**src/rtl/uart_rx.sv**
```systemverilog
// uart_rx: 8N1 serial receiver, mid-bit sampling off the system clock,
// valid/ready word output with framing and overrun pulses.
module uart_rx #(
   parameter int SYS_CLK_FREQ = 1_000_000,
   parameter int BAUD_RATE    = 9600,
   parameter int DATA_WIDTH   = 8
) (
   input  logic                  clk,
   input  logic                  areset_n,
   input  logic                  sreset_n,
   input  logic                  rx_in,
   output logic [DATA_WIDTH-1:0] data,
   output logic                  data_valid,
   input  logic                  data_ready,
   output logic                  framing_err,
   output logic                  overrun,
   output logic                  busy
);

   localparam int CLKS_PER_BIT = SYS_CLK_FREQ / BAUD_RATE;
   localparam int HALF_BIT     = CLKS_PER_BIT / 2;
   localparam int CNT_W        = (CLKS_PER_BIT > 1) ? $clog2(CLKS_PER_BIT) : 1;
   localparam int IDX_W        = $clog2(DATA_WIDTH) + 1;

   localparam logic [CNT_W-1:0] CNT_ONE  = CNT_W'(1);
   localparam logic [CNT_W-1:0] CNT_LAST = CNT_W'(CLKS_PER_BIT - 1);
   localparam logic [CNT_W-1:0] CNT_HALF = CNT_W'(HALF_BIT - 1);
   localparam logic [IDX_W-1:0] IDX_ONE  = IDX_W'(1);
   localparam logic [IDX_W-1:0] IDX_LAST = IDX_W'(DATA_WIDTH - 1);

   localparam logic [1:0] S_IDLE  = 2'd0;
   localparam logic [1:0] S_START = 2'd1;
   localparam logic [1:0] S_DATA  = 2'd2;
   localparam logic [1:0] S_STOP  = 2'd3;

   logic                  r_sync1;
   logic                  r_sync2;
   logic                  r_prev;
   logic [1:0]            r_arm;
   logic                  r_armed;
   logic [1:0]            r_state;
   logic [CNT_W-1:0]      r_bit_cnt;
   logic [IDX_W-1:0]      r_bit_idx;
   logic [DATA_WIDTH-1:0] r_shift;
   logic [DATA_WIDTH-1:0] r_data;
   logic                  r_valid;
   logic                  r_ferr;
   logic                  r_ovr;

   logic                  w_sync1;
   logic                  w_sync2;
   logic                  w_prev;
   logic [1:0]            w_arm;
   logic                  w_armed;
   logic [1:0]            w_state;
   logic [CNT_W-1:0]      w_bit_cnt;
   logic [IDX_W-1:0]      w_bit_idx;
   logic [DATA_WIDTH-1:0] w_shift;
   logic [DATA_WIDTH-1:0] w_data;
   logic                  w_valid;
   logic                  w_ferr;
   logic                  w_ovr;
   logic                  w_fall;
   logic                  w_word_ok;

   always_comb begin
      w_sync1   = rx_in;
      w_sync2   = r_sync1;
      w_prev    = r_sync2;
      // Edges count only once the chain holds real line samples and the
      // line has been seen high, so a line stuck low after reset never starts
      w_arm     = {r_arm[0], 1'b1};
      w_armed   = r_armed | (r_arm[1] & r_sync2);
      w_fall    = r_armed & r_prev & ~r_sync2;
      w_state   = r_state;
      w_bit_cnt = r_bit_cnt + CNT_ONE;
      w_bit_idx = r_bit_idx;
      w_shift   = r_shift;
      w_word_ok = 1'b0;
      w_ferr    = 1'b0;
      w_ovr     = 1'b0;
      w_data    = r_data;
      w_valid   = r_valid;

      unique case (1'b1)
         (r_state == S_IDLE): begin
            w_bit_cnt = '0;
            if (w_fall) w_state = S_START;
         end
         (r_state == S_START): begin
            if (r_bit_cnt == CNT_HALF) begin
               w_bit_cnt = '0;
               w_bit_idx = '0;
               w_state   = r_sync2 ? S_IDLE : S_DATA;
            end
         end
         (r_state == S_DATA): begin
            if (r_bit_cnt == CNT_LAST) begin
               w_bit_cnt = '0;
               w_shift   = {r_sync2, r_shift[DATA_WIDTH-1:1]};
               if (r_bit_idx == IDX_LAST) w_state = S_STOP;
               else w_bit_idx = r_bit_idx + IDX_ONE;
            end
         end
         (r_state == S_STOP): begin
            if (r_bit_cnt == CNT_LAST) begin
               w_bit_cnt = '0;
               w_state   = S_IDLE;
               w_word_ok = r_sync2;
               w_ferr    = ~r_sync2;
            end
         end
         default: w_state = S_IDLE;
      endcase

      if (w_word_ok) begin
         if (!r_valid || data_ready) begin
            w_data  = r_shift;
            w_valid = 1'b1;
         end else begin
            w_ovr = 1'b1;
         end
      end else if (r_valid && data_ready) begin
         w_valid = 1'b0;
      end

      if (!sreset_n) begin
         w_sync1   = 1'b1;
         w_sync2   = 1'b1;
         w_prev    = 1'b1;
         w_arm     = '0;
         w_armed   = 1'b0;
         w_state   = S_IDLE;
         w_bit_cnt = '0;
         w_bit_idx = '0;
         w_shift   = '0;
         w_data    = '0;
         w_valid   = 1'b0;
         w_ferr    = 1'b0;
         w_ovr     = 1'b0;
      end
   end

   always_ff @(posedge clk or negedge areset_n) begin
      if (!areset_n) begin
         r_sync1   <= 1'b1;
         r_sync2   <= 1'b1;
         r_prev    <= 1'b1;
         r_arm     <= '0;
         r_armed   <= 1'b0;
         r_state   <= S_IDLE;
         r_bit_cnt <= '0;
         r_bit_idx <= '0;
         r_shift   <= '0;
         r_data    <= '0;
         r_valid   <= 1'b0;
         r_ferr    <= 1'b0;
         r_ovr     <= 1'b0;
      end else begin
         r_sync1   <= w_sync1;
         r_sync2   <= w_sync2;
         r_prev    <= w_prev;
         r_arm     <= w_arm;
         r_armed   <= w_armed;
         r_state   <= w_state;
         r_bit_cnt <= w_bit_cnt;
         r_bit_idx <= w_bit_idx;
         r_shift   <= w_shift;
         r_data    <= w_data;
         r_valid   <= w_valid;
         r_ferr    <= w_ferr;
         r_ovr     <= w_ovr;
      end
   end

   assign data        = r_data;
   assign data_valid  = r_valid;
   assign framing_err = r_ferr;
   assign overrun     = r_ovr;
   assign busy        = (r_state != S_IDLE);

endmodule
```
**config.mk**
```make
export PLATFORM = sky130hd
export DESIGN_NAME = uart_rx
export DESIGN_NICKNAME = d
export VERILOG_FILES = /design/src/rtl/uart_rx.sv
export SDC_FILE = /design/constraint.sdc
export NUM_CORES = 1
export LEC_CHECK = 0
export CAP_MARGIN = 40
export CELL_PAD_IN_SITES_DETAIL_PLACEMENT = 1
export CELL_PAD_IN_SITES_GLOBAL_PLACEMENT = 2
export CORE_ASPECT_RATIO = 1.5
export CORE_MARGIN = 2
export CORE_UTILIZATION = 39
export CTS_BUF_LIST = sky130_fd_sc_hd__clkbuf_4 sky130_fd_sc_hd__clkbuf_8 sky130_fd_sc_hd__clkbuf_16
export DETAILED_ROUTE_END_ITERATION = 16
export GPL_TIMING_DRIVEN = 0
export PLACE_DENSITY = 0.87
export SLEW_MARGIN = 20
export SYNTH_ARGS = -nofsm -noshare
export SYNTH_HDL_FRONTEND = slang
export SYNTH_SLANG_ARGS = --single-unit
```
**constraint.sdc**
```tcl
create_clock -name clk -period 3.6 [get_ports clk]
set_clock_uncertainty 0.05 [all_clocks]
set_input_delay 0.72 -clock clk [delete_from_list [all_inputs] [get_ports clk]]
set_output_delay 0.72 -clock clk [all_outputs]
set_load 0.03 [all_outputs]
```
# [Word level (Yosys, flattened, before mapping)]
# Cells that the tools add are included.
[classes] n_addsub=2 n_mul=0 div=0 n_lt_le_gt_ge=0 n_eq_ne=19 shift=0 n_mux=40 bitwise_logic=5 reduce_logical=11
[ops] cell="2-to-1 mux 8 bit" count=6
[ops] cell="2-to-1 mux 7 bit" count=3
[ops] cell="case mux 7 bit (3 select lines)" count=1
[ops] cell="2-to-1 mux 1 bit" count=16
[ops] cell="2-to-1 mux 2 bit" count=8
[ops] cell="2-to-1 mux 4 bit" count=4
[ops] cell="!= test 3 x 2 -> 1 bit (second input constant)" count=4
[ops] cell="!= test 3 bit (second input constant)" count=3
[ops] cell="!= test 2 x 1 -> 1 bit (second input constant)" count=4
[ops] cell="case mux 2 bit (4 select lines)" count=1
[ops] cell="case mux 4 bit (2 select lines)" count=1
[ops] cell="adder 7 x 1 -> 7 bit (second input constant)" count=1
[ops] cell="equality test 7 x 6 -> 1 bit (second input constant)" count=1
[ops] cell="equality test 7 bit (second input constant)" count=1
[ops] cell="!= test 3 x 1 -> 1 bit (second input constant)" count=2
[ops] cell="AND reduction 2 bit" count=3
[ops] cell="AND reduction 5 bit" count=1
[ops] cell="adder 4 x 1 -> 4 bit (second input constant)" count=1
[ops] cell="equality test 2 bit (second input constant)" count=2
[ops] cell="equality test 4 x 3 -> 1 bit (second input constant)" count=1
[ops] cell="AND reduction 4 bit" count=1
[ops] cell="AND 1 bit" count=3
[ops] cell="equality test 2 x 1 -> 1 bit (second input constant)" count=1
[ops] cell="logical NOT 2 bit" count=1
[ops] cell="7 further kinds" count=7
[word_totals] reg_bits=38 latchBits=0 ramBits=0 mem_bits_ro=0 mem_count=0

# [Depth between registers and ports, before layout]
# Gate-level depths: netlist (run 1).
[logic_depth] word_depth=5 ltp_mapped=7

# [Worst setup path before layout (run 1)]
# No wires, ideal clock.
[synth_path] path_kind="register to register" start="reg r_bit_cnt[0]" end="reg r_bit_idx[0]" setup_ps=125 arrival_ps=1990 required_ps=3425 slack_ps=1434 path_stages_with_launch=6 n_path_buf=0 path_cell_list="dfrtp_1 -> ha_1 -> or4b_4 -> or4_4 -> and3_4 -> mux2_4"
[synth_via] elab_chain_len=3
[synth_lines] item="start, declared" line_no="42" rtl="logic [CNT_W-1:0] r_bit_cnt;"
[synth_lines] item="start signal, assigned" line_no="166" rtl="r_bit_cnt <= w_bit_cnt;"
[synth_lines] item="equality test 7 bit or equality test 7 x 6 -> 1 bit (tied branches)" line_no="98, 91"
[synth_lines] item="!= test 3 x 2 -> 1 bit (no line)"
[synth_lines] item="AND reduction 4 bit (no line) *"
[synth_lines] item="end signal, assigned" line_no="167" rtl="r_bit_idx <= w_bit_idx;"
[synth_lines] item="end, declared" line_no="43" rtl="logic [IDX_W-1:0] r_bit_idx;"
# Mark *: on every way between the ends. The rest lies on a longest branch, timed or not.
# A chain may end at the register's enable or synchronous reset.

# [Worst setup path after layout (run 1)]
[layout_path] start="reg r_state[1]" end="out busy"
[layout_via] elab_chain_len=1
[layout_lines] item="start, declared" line_no="41" rtl="logic [1:0] r_state;"
[layout_lines] item="start signal, assigned" line_no="165" rtl="r_state <= w_state;"
[layout_lines] item="nonzero test 2 bit" line_no="180" rtl="assign busy = (r_state != S_IDLE);"
[layout_lines] item="end, declared" line_no="17" rtl="output logic busy"
# No other way between the ends.

==> impl.org, run 1 <==
** Outcome
- Outcome :: complete, no violations

** Clock network
- CTS H-tree depth :: 2
- Clock root buffer master :: clkbuf_8
- Clock insertion delay at the later pin of the skew report :: around 0.3 ns
- After clock tree synthesis, the repair step resized 0 gates.
- The number of clock buffers added by TritonCTS is 5.
- In this run the post-CTS setup repair buffer count came out at 0.
- In this run the deepest clock path goes through 2 buffers.
- Clock tree synthesis found a total of 38 sinks.
- CTS tree :: done
- Clock-pin slew was measured on the worst setup and hold paths at 0.08 ns.
- After clock tree synthesis, the flow added hold-fix buffers numbering 0.

** Setup path
- Cell family with most CP delay :: buffers and inverters
- Sequence of cells on the critical path :: clkbuf_1, or2_2, clkdlybuf4s50_1
- Cell with the biggest individual delay on the critical path :: clkdlybuf4s50_1
- Critical path class :: reg2out
- For the worst setup path, the data required time is 2.83 ns.
- Data arrives at the worst endpoint at about 1.9 ns.
- Endpoint type of the worst setup path :: primary output
- In this run the worst path has a maximum fanout of 10.
- STA classifies the critical path startpoint as a flop.
- The largest single stage delay on the critical path is 0.67 ns.
- The number of buffers and inverters on the critical path is 2.

** Drt
- The first routing iteration left 8 violations.
- The detail route stage leaves a number of antenna-violating nets equal to 0.
- DRC violations left :: 0
- After detailed routing, the number of vias per cell comes to ~5.5.
- Total number of vias :: approximately 1300
- For this block, the routed nets add up to roughly 3800 µm of wire.
- The first TritonRoute pass finished after 3 iterations.
- Routed wire per std cell :: 16.4 µm

** Global route
- Entering global routing, the biggest net connects 25 pins.
- Wire length of the first global-routing pass :: 6570 µm
- Number of antenna violations at the first check in global routing :: 0
- Via count of the first global-routing pass :: 1377
- Global routing finished with a remaining overflow of 0.
- Global routing used a little under a fifth of the available tracks.

** Cells and area
- Post-Route Utilization :: ~50%
- The library cells used most frequently in the layout, excluding fill and tap cells, are dfrtp_1, nor2_1, nand3_1.
- Count of placed standard cells in the final layout, fillers left out :: around 230
- Leading cell type in the layout, fill and taps excluded :: dfrtp_1
- 0 antenna diodes ended up in the layout.
- In the final layout, the share of cells above drive strength 1 is approximately 11%.
- The net count of the finished layout is 192.
- Relative to the synthesized area, the layout overhead comes to 22.6%.
- Count of fill cells added during filler insertion :: 477

** STA
- Dividing the final minimum period by the clock period gives 72.9%.
- Unrepaired setup endpoints after global routing :: no
- Static timing analysis puts the maximum clock frequency at 381 MHz.
- Final Hold Slack :: roughly 0.28 ns
- Max-Slew Margin vs Limit :: between 50% and 60%
- Setup slack after layout :: between 0.9 and 1 ns
- Summed over all failing endpoints, the final setup total negative slack is 0 ns.
- Number of pins exceeding their max-slew limit in the final report :: 0
- The smallest clock period supported by the final layout is computed as 2.62 ns.
- At the pin with the least slew margin, the transition time is about 0.6 ns.
- Setup violations remaining at the end of the flow were counted as 0.
- Count of endpoints failing hold in the final timing report :: 0

** Hold path
- Hold/Removal Path Class :: in2async

** Yosys
- Post-synthesis sequential area ratio :: 56.4%
- Gate count of the mapped netlist :: around 160
- Register bit total from synthesis :: 38
- Mapped Nets :: between 150 and 200
- Mapped Area :: between 1500 and 2000 µm²
- In the synthesized netlist the dominant register cell turns out to be dfrtp_1.
- Of all flip-flops after synthesis, the portion carrying an async set or reset was between 90% and 100%.
- Yosys mapped a number of flops with a built-in enable equal to 0.
- Yosys printed 0 warnings.
- Post-synth cell types :: 34
- After synthesis, the mean cell area works out to between 10 and 15 µm².

** Floorplanning
- Die X-Extent :: between 50 and 60 µm
- Area of the die :: 4900 µm²
- Row count :: 29
- For this configuration, the core starts out at a cell density of between 40 and 50%.
- 17 I/O pins were placed.
- In this run the standard cell core region covers roughly 4200 µm².
- The floorplan step set the die height to approximately 85 µm.

** Placement
- Final RePlAce weighted congestion :: around 0.72
- The HPWL after detailed placement is ~2800 µm.
- Port buffering added 16 buffers.
- Including well taps, the total number of placed cells is roughly 220.
- Prior to clock tree synthesis, the placed netlist has a worst setup slack of roughly 1.1 ns.

** Power and ir drop
- Dividing total power by cell area gives a power density of ~440 nW/µm².
- Worst ir drop on vdd :: between 0.2 and 0.3 mV
- In this run the static leakage power is approximately 0.00094 µW.

** Flow run
- Number of max-cap violations :: 0
[worst register-to-register path: stages (launching register included)]
cell     delay (ns)
dfrtp_1        0.37
ha_1           0.23
or4b_4         0.49
or4_4          0.53
and3_4         0.22
mux2_4         0.29
[cell families after synthesis]
| logic type | after synthesis | share of synthesized area [%] |
|---|---|---|
| and+or+nand+nor | 67 | 20.8 |
| DFF | 38 | 56.4 |
| AOI/OAI and AO/OA | 27 | 10.0 |
| buffers and inverters | 12 | 2.66 |
| muxes | 9 | 5.61 |
| xor gates and xnor gates | 6 | 3.10 |
| adders and majority gates | 2 | 1.48 |
[flip-flops by register name (all words and copies together) (netlist names), 2 cells and up]
register and count:
r_bit_cnt 7, r_shift 8, r_arm 2, data 8
r_bit_idx 4, r_state 2
[metrics by stage]
stage	power, µW	cell area (µm²)
6_report	917	2080
5_1_grt	943	2080
4_1_cts	927	2080
3_5_place_dp	474	1930
3_3_place_gp	469	1910
2_1_floorplan	452	1690
[cells in the mapped netlist, types with 3 or more instances]
cell | n | share of area (%)
nand4_1 | 3 | 1.1
nor3_1 | 3 | 0.89
clkbuf_1 | 7 | 1.6
xor2_1 | 4 | 2.1
inv_1 | 5 | 1.1
nand2b_1 | 3 | 1.1
dfstp_2 | 3 | 4.7
nand3_1 | 16 | 4.7
and2_1 | 3 | 1.1
dfrtp_1 | 35 | 52
mux2i_1 | 8 | 4.7
o21ai_0 | 9 | 2.7
nand2_1 | 7 | 1.6
a21oi_1 | 10 | 3.0
nor2_1 | 21 | 4.7
[worst paths after layout]
| check | cells past startpoint | slack, ns | end | start |
|---|---|---|---|---|
| worst max-delay path | 3 | 0.98 | busy | r_state[1] |
| min in group clk | 1 | 0.41 | r_bit_cnt[0] | r_bit_cnt[0] |
| worst min-delay path | 1 | 0.28 | r_armed | areset_n |
| worst max register to register | 5 | 1.31 | r_bit_idx[0] | r_bit_cnt[0] |
| max in group asynchronous | 2 | 2.77 | r_bit_idx[2] | areset_n |
| worst min register to register | 1 | 0.41 | r_bit_cnt[0] | r_bit_cnt[0] |
[area by class of cell]
type	count	area [µm²]	share of cell area, %
Clock inverter	2	60.1	2.89
Sequential cell	38	955	46.0
Multi-Input combinational cell	111	694	33.4
Timing Repair Buffer	17	183	8.80
Buffer	7	26.3	1.27
Inverter	5	18.8	0.904
Clock buffer	6	82.6	3.98
Tap cell	46	57.6	2.77
[power by group]
part	internal [µW]	total [µW]	switching [µW]
Combinational	11.0	31.4	20.4
Sequential	431	433	2.15
Clock	296	453	157
Total	737	917	180
[layer usage]
layer  routed length (µm)  up-vias  GRT usage [%]
met5                    0        -              0
met4                   68        0           6.98
met2                 2200       17           33.4
li1                     -      609              -
met1                 1420      633           18.6
met3                  127        6           5.24
No activity file was read; power rests on OpenSTA's default activity.
==> inputs of run 2 (changes only) <==
--- a/config.mk
+++ b/config.mk
@@ -10,11 +10,11 @@
 export CELL_PAD_IN_SITES_GLOBAL_PLACEMENT = 2
 export CORE_ASPECT_RATIO = 1.5
 export CORE_MARGIN = 2
-export CORE_UTILIZATION = 39
+export CORE_UTILIZATION = 36
 export CTS_BUF_LIST = sky130_fd_sc_hd__clkbuf_4 sky130_fd_sc_hd__clkbuf_8 sky130_fd_sc_hd__clkbuf_16
 export DETAILED_ROUTE_END_ITERATION = 16
 export GPL_TIMING_DRIVEN = 0
-export PLACE_DENSITY = 0.87
+export PLACE_DENSITY = 0.81
 export SLEW_MARGIN = 20
 export SYNTH_ARGS = -nofsm -noshare
 export SYNTH_HDL_FRONTEND = slang
==> constraint.sdc (replaced) <==
create_clock -name clk -period 2.55 [get_ports clk]
set_clock_uncertainty 0.05 [all_clocks]
set_input_delay 0.51 -clock clk [delete_from_list [all_inputs] [get_ports clk]]
set_output_delay 0.51 -clock clk [all_outputs]
set_load 0.03 [all_outputs]
==> run 2 against run 1 <==
  * Hold slack got worse by 0.20 ns
  * Die area rose by 7.8%
  * Cell area fell by 0.30%
  * Via count did not move
  * Largest cell class unchanged
  * Clock-buffer cell count fell by 1
  * Worst setup slack got worse by 0.80 ns
==> impl.org, run 2 (synthesis gave the netlist of run 1 again) <==
** Drt
- DRC violations left :: 0 (unchanged)
- Total number of vias :: 1265 (unchanged)
- The detail-routed via count per cell is 5.06 (-7.2%).
- Routed wire per std cell :: 15.4 µm (-6.3%)
- Detailed router's first-iteration violation count :: 35 (+27)
- Antenna Nets Post-Route :: 0 (unchanged)
- The sum of routed wire length over all layers came to 3850 µm (+1.0%).
- Number of detailed-routing iterations run before antenna repair :: 4 (+1)

** Setup path
- On the critical path, the stage with the largest delay is an instance of clkdlybuf4s50_1.
- The number of stages on the worst setup path came to 3 (unchanged).
- Worst-case reg-to-reg path depth :: 5 (unchanged)
- Worst path buffer plus inverter count :: 2 (unchanged)
- STA classifies the critical path endpoint as a primary output.
- Required time worst endpoint :: 1.99 ns (-0.84 ns)
- Critical path class :: reg2out
- The data arrival time of the critical path came to 1.81 ns (-0.04 ns).
- Traced cell by cell, the critical path runs through clkbuf_1, or2_2, clkdlybuf4s50_1.
- The stage delay of the slowest cell on the critical path was 0.66 ns (about the same).
- Startpoint types :: flop
- Critical path peak fanout :: 10 (unchanged)
- On the critical path the largest part of the delay comes from buffers and inverters.

** Floorplanning
- The initial core utilization came to 37.3% (-2.9 points).
- Row count :: 30 (+3.4%)
- The horizontal extent of the die is 60.0 µm (+3.8%).
- Core region area :: 4540 µm² (+7.9%)
- The area of the die came to 5280 µm² (+7.8%).
- Count of pins on the block boundary :: 17 (unchanged)
- The die height is 88.0 µm (+3.9%).

** Cells and area
- Final net count :: 192 (unchanged)
- The share of layout cells above drive strength 1 is 11.3% (unchanged).
- The share of the core filled with cells in the final layout was 45.6% (-3.8 points).
- The area growth from synthesis to layout is 22.2%.
- Leading cell type in the layout, fill and taps excluded :: dfrtp_1
- Number of antenna repair diodes :: 0 (unchanged)
- Count of placed standard cells in the final layout, fillers left out :: 250 (+7.8%)
- Commonest cells after routing, fill and taps aside :: dfrtp_1, nor2_1, nand3_1

** Power and ir drop
- Power share of the sequential group :: 52.5% (+5.3 points)
- Switching share of power :: 21.5% (+1.9 points)
- Static leakage :: 0.000917 µW (-2.2%)
- The power density over cell area came to 563 nW/µm² (+27%).
- Design Power :: 1170 µW (+27%)
- The net switching power of the design was 251 µW (+39%).
- Clock Power Share :: 43.7% (-5.7 points)
- Part of the power in combinational logic :: 3.8% (+0.4 points)
- Internal power :: 915 µW (+24%)
- Worst ir drop on vdd :: 0.342 mV (+14%)

** STA
- The final-report hold violation count is 0 (unchanged).
- Unrepaired setup endpoints after global routing :: no
- The max-slew violation total from the final report is 0 (unchanged).
- Static timing analysis puts the maximum clock frequency at 422 MHz.
- Max-Slew Margin vs Limit :: 51.8% (-8.1 points)
- The measured slew at the worst slew-check pin is 0.721 ns (+0.121 ns).
- Final setup violation count :: 0 (unchanged)
- The summed negative setup slack over all endpoints is 0 ns (unchanged).
- Post-layout min period :: between 2 and 2.5 ns
- In the finished design, the share of the clock period the worst path needs comes to between 90% and 100%.

** Global route
- The number of antenna violations at the first check in global routing was 0 (unchanged).
- Wire length of the first global-routing pass :: 6650 µm (+1.3%)
- GR Overflow Total :: 0 (unchanged)
- Largest net degree at the start of global routing :: 26 (+4.0%)
- The overall global routing resource usage was 16.8% (-1.4 points).
- Via count of the first global-routing pass :: 1400 (+1.7%)

** Placement
- Placed Instances :: 242 (+8.0%)
- Buffers on Ports :: 16 (unchanged)
- Total half-perimeter wirelength after legalization and detailed placement :: 2900 µm (+5.0%)
- Final RePlAce weighted congestion :: 0.755 (+4.7%)

** Hold path
- Hold/Removal Path Class :: in2async

** Clock network
- The number of clock buffers inserted by TritonCTS is 5 (unchanged).
- PostCTS Resize Cnt :: 0 (unchanged)
- The clock input transition at the sequential cells of the worst setup and hold paths is 0.07 ns (about the same).
- The tree is rooted in a clkbuf_8.
- Number of setup buffers added after CTS :: 0 (unchanged)
- The clock sink count came to 38 (unchanged).
- The clock insertion delay at the later pin of the skew report was 0.29 ns (about the same).
- TritonCTS built the clock tree.
- The deepest level of the CTS H-tree came to 2 (unchanged).
- Buffers from clock root to sink, at most :: 2 (unchanged)
- CTS Hold Buffers Added :: 0 (unchanged)

** Outcome
- Outcome :: complete, no violations

** Flow run
- The max-cap violation count is 0 (unchanged).
[run 2: power groups by stage]
stage          Sequential [µW]  Combinational, µW  Clock (µW)
4_1_cts                    612               45.7         528
2_1_floorplan              622               16.6           0
3_3_place_gp               623               39.2           0
5_1_grt                    613               49.8         550
3_5_place_dp               624               45.2           0
6_report                   612               44.1         510
[run 2: through the flow]
step | hold WS [ns] | cell area, µm² | setup WS, ns
after floorplan | 0.164 | 1690 | 0.384
after CTS | 0.0751 | 2070 | 0.153
after global placement | 0.394 | 1930 | 0.0958
after detailed placement | 0.392 | 1960 | 0.226
final | 0.0777 | 2070 | 0.179
after global routing | 0.0785 | 2070 | 0.0652
[run 2: final cells by class]
type                       instances  area (µm²)
timing repair buffer              17         183
sequential                        38         955
clock inverter                     3        45.0
tap                               64        80.1
multi-input combinational        111         694
fill                             509        2470
clock buffer                       5        68.8
buffer                             7        26.3
inverter                           5        18.8
[run 2: metal layers]
| metal | track usage, % | wire (µm) |
|---|---|---|
| met1 | 17.5 | 1480 |
| met2 | 32.5 | 2240 |
| met3 | 3.69 | 81 |
| met4 | 4.24 | 51 |
| met5 | 0 | 0 |
[run 2: final timing paths]
check                      slack, ns           end          from
max reg2reg                     0.27  r_bit_idx[0]  r_bit_cnt[0]
max in group asynchronous       1.85       r_sync2      areset_n
min in group clk                0.41  r_bit_cnt[0]  r_bit_cnt[0]
min                             0.08       data[4]      areset_n
min reg2reg                     0.41  r_bit_cnt[0]  r_bit_cnt[0]
max                             0.18          busy    r_state[1]
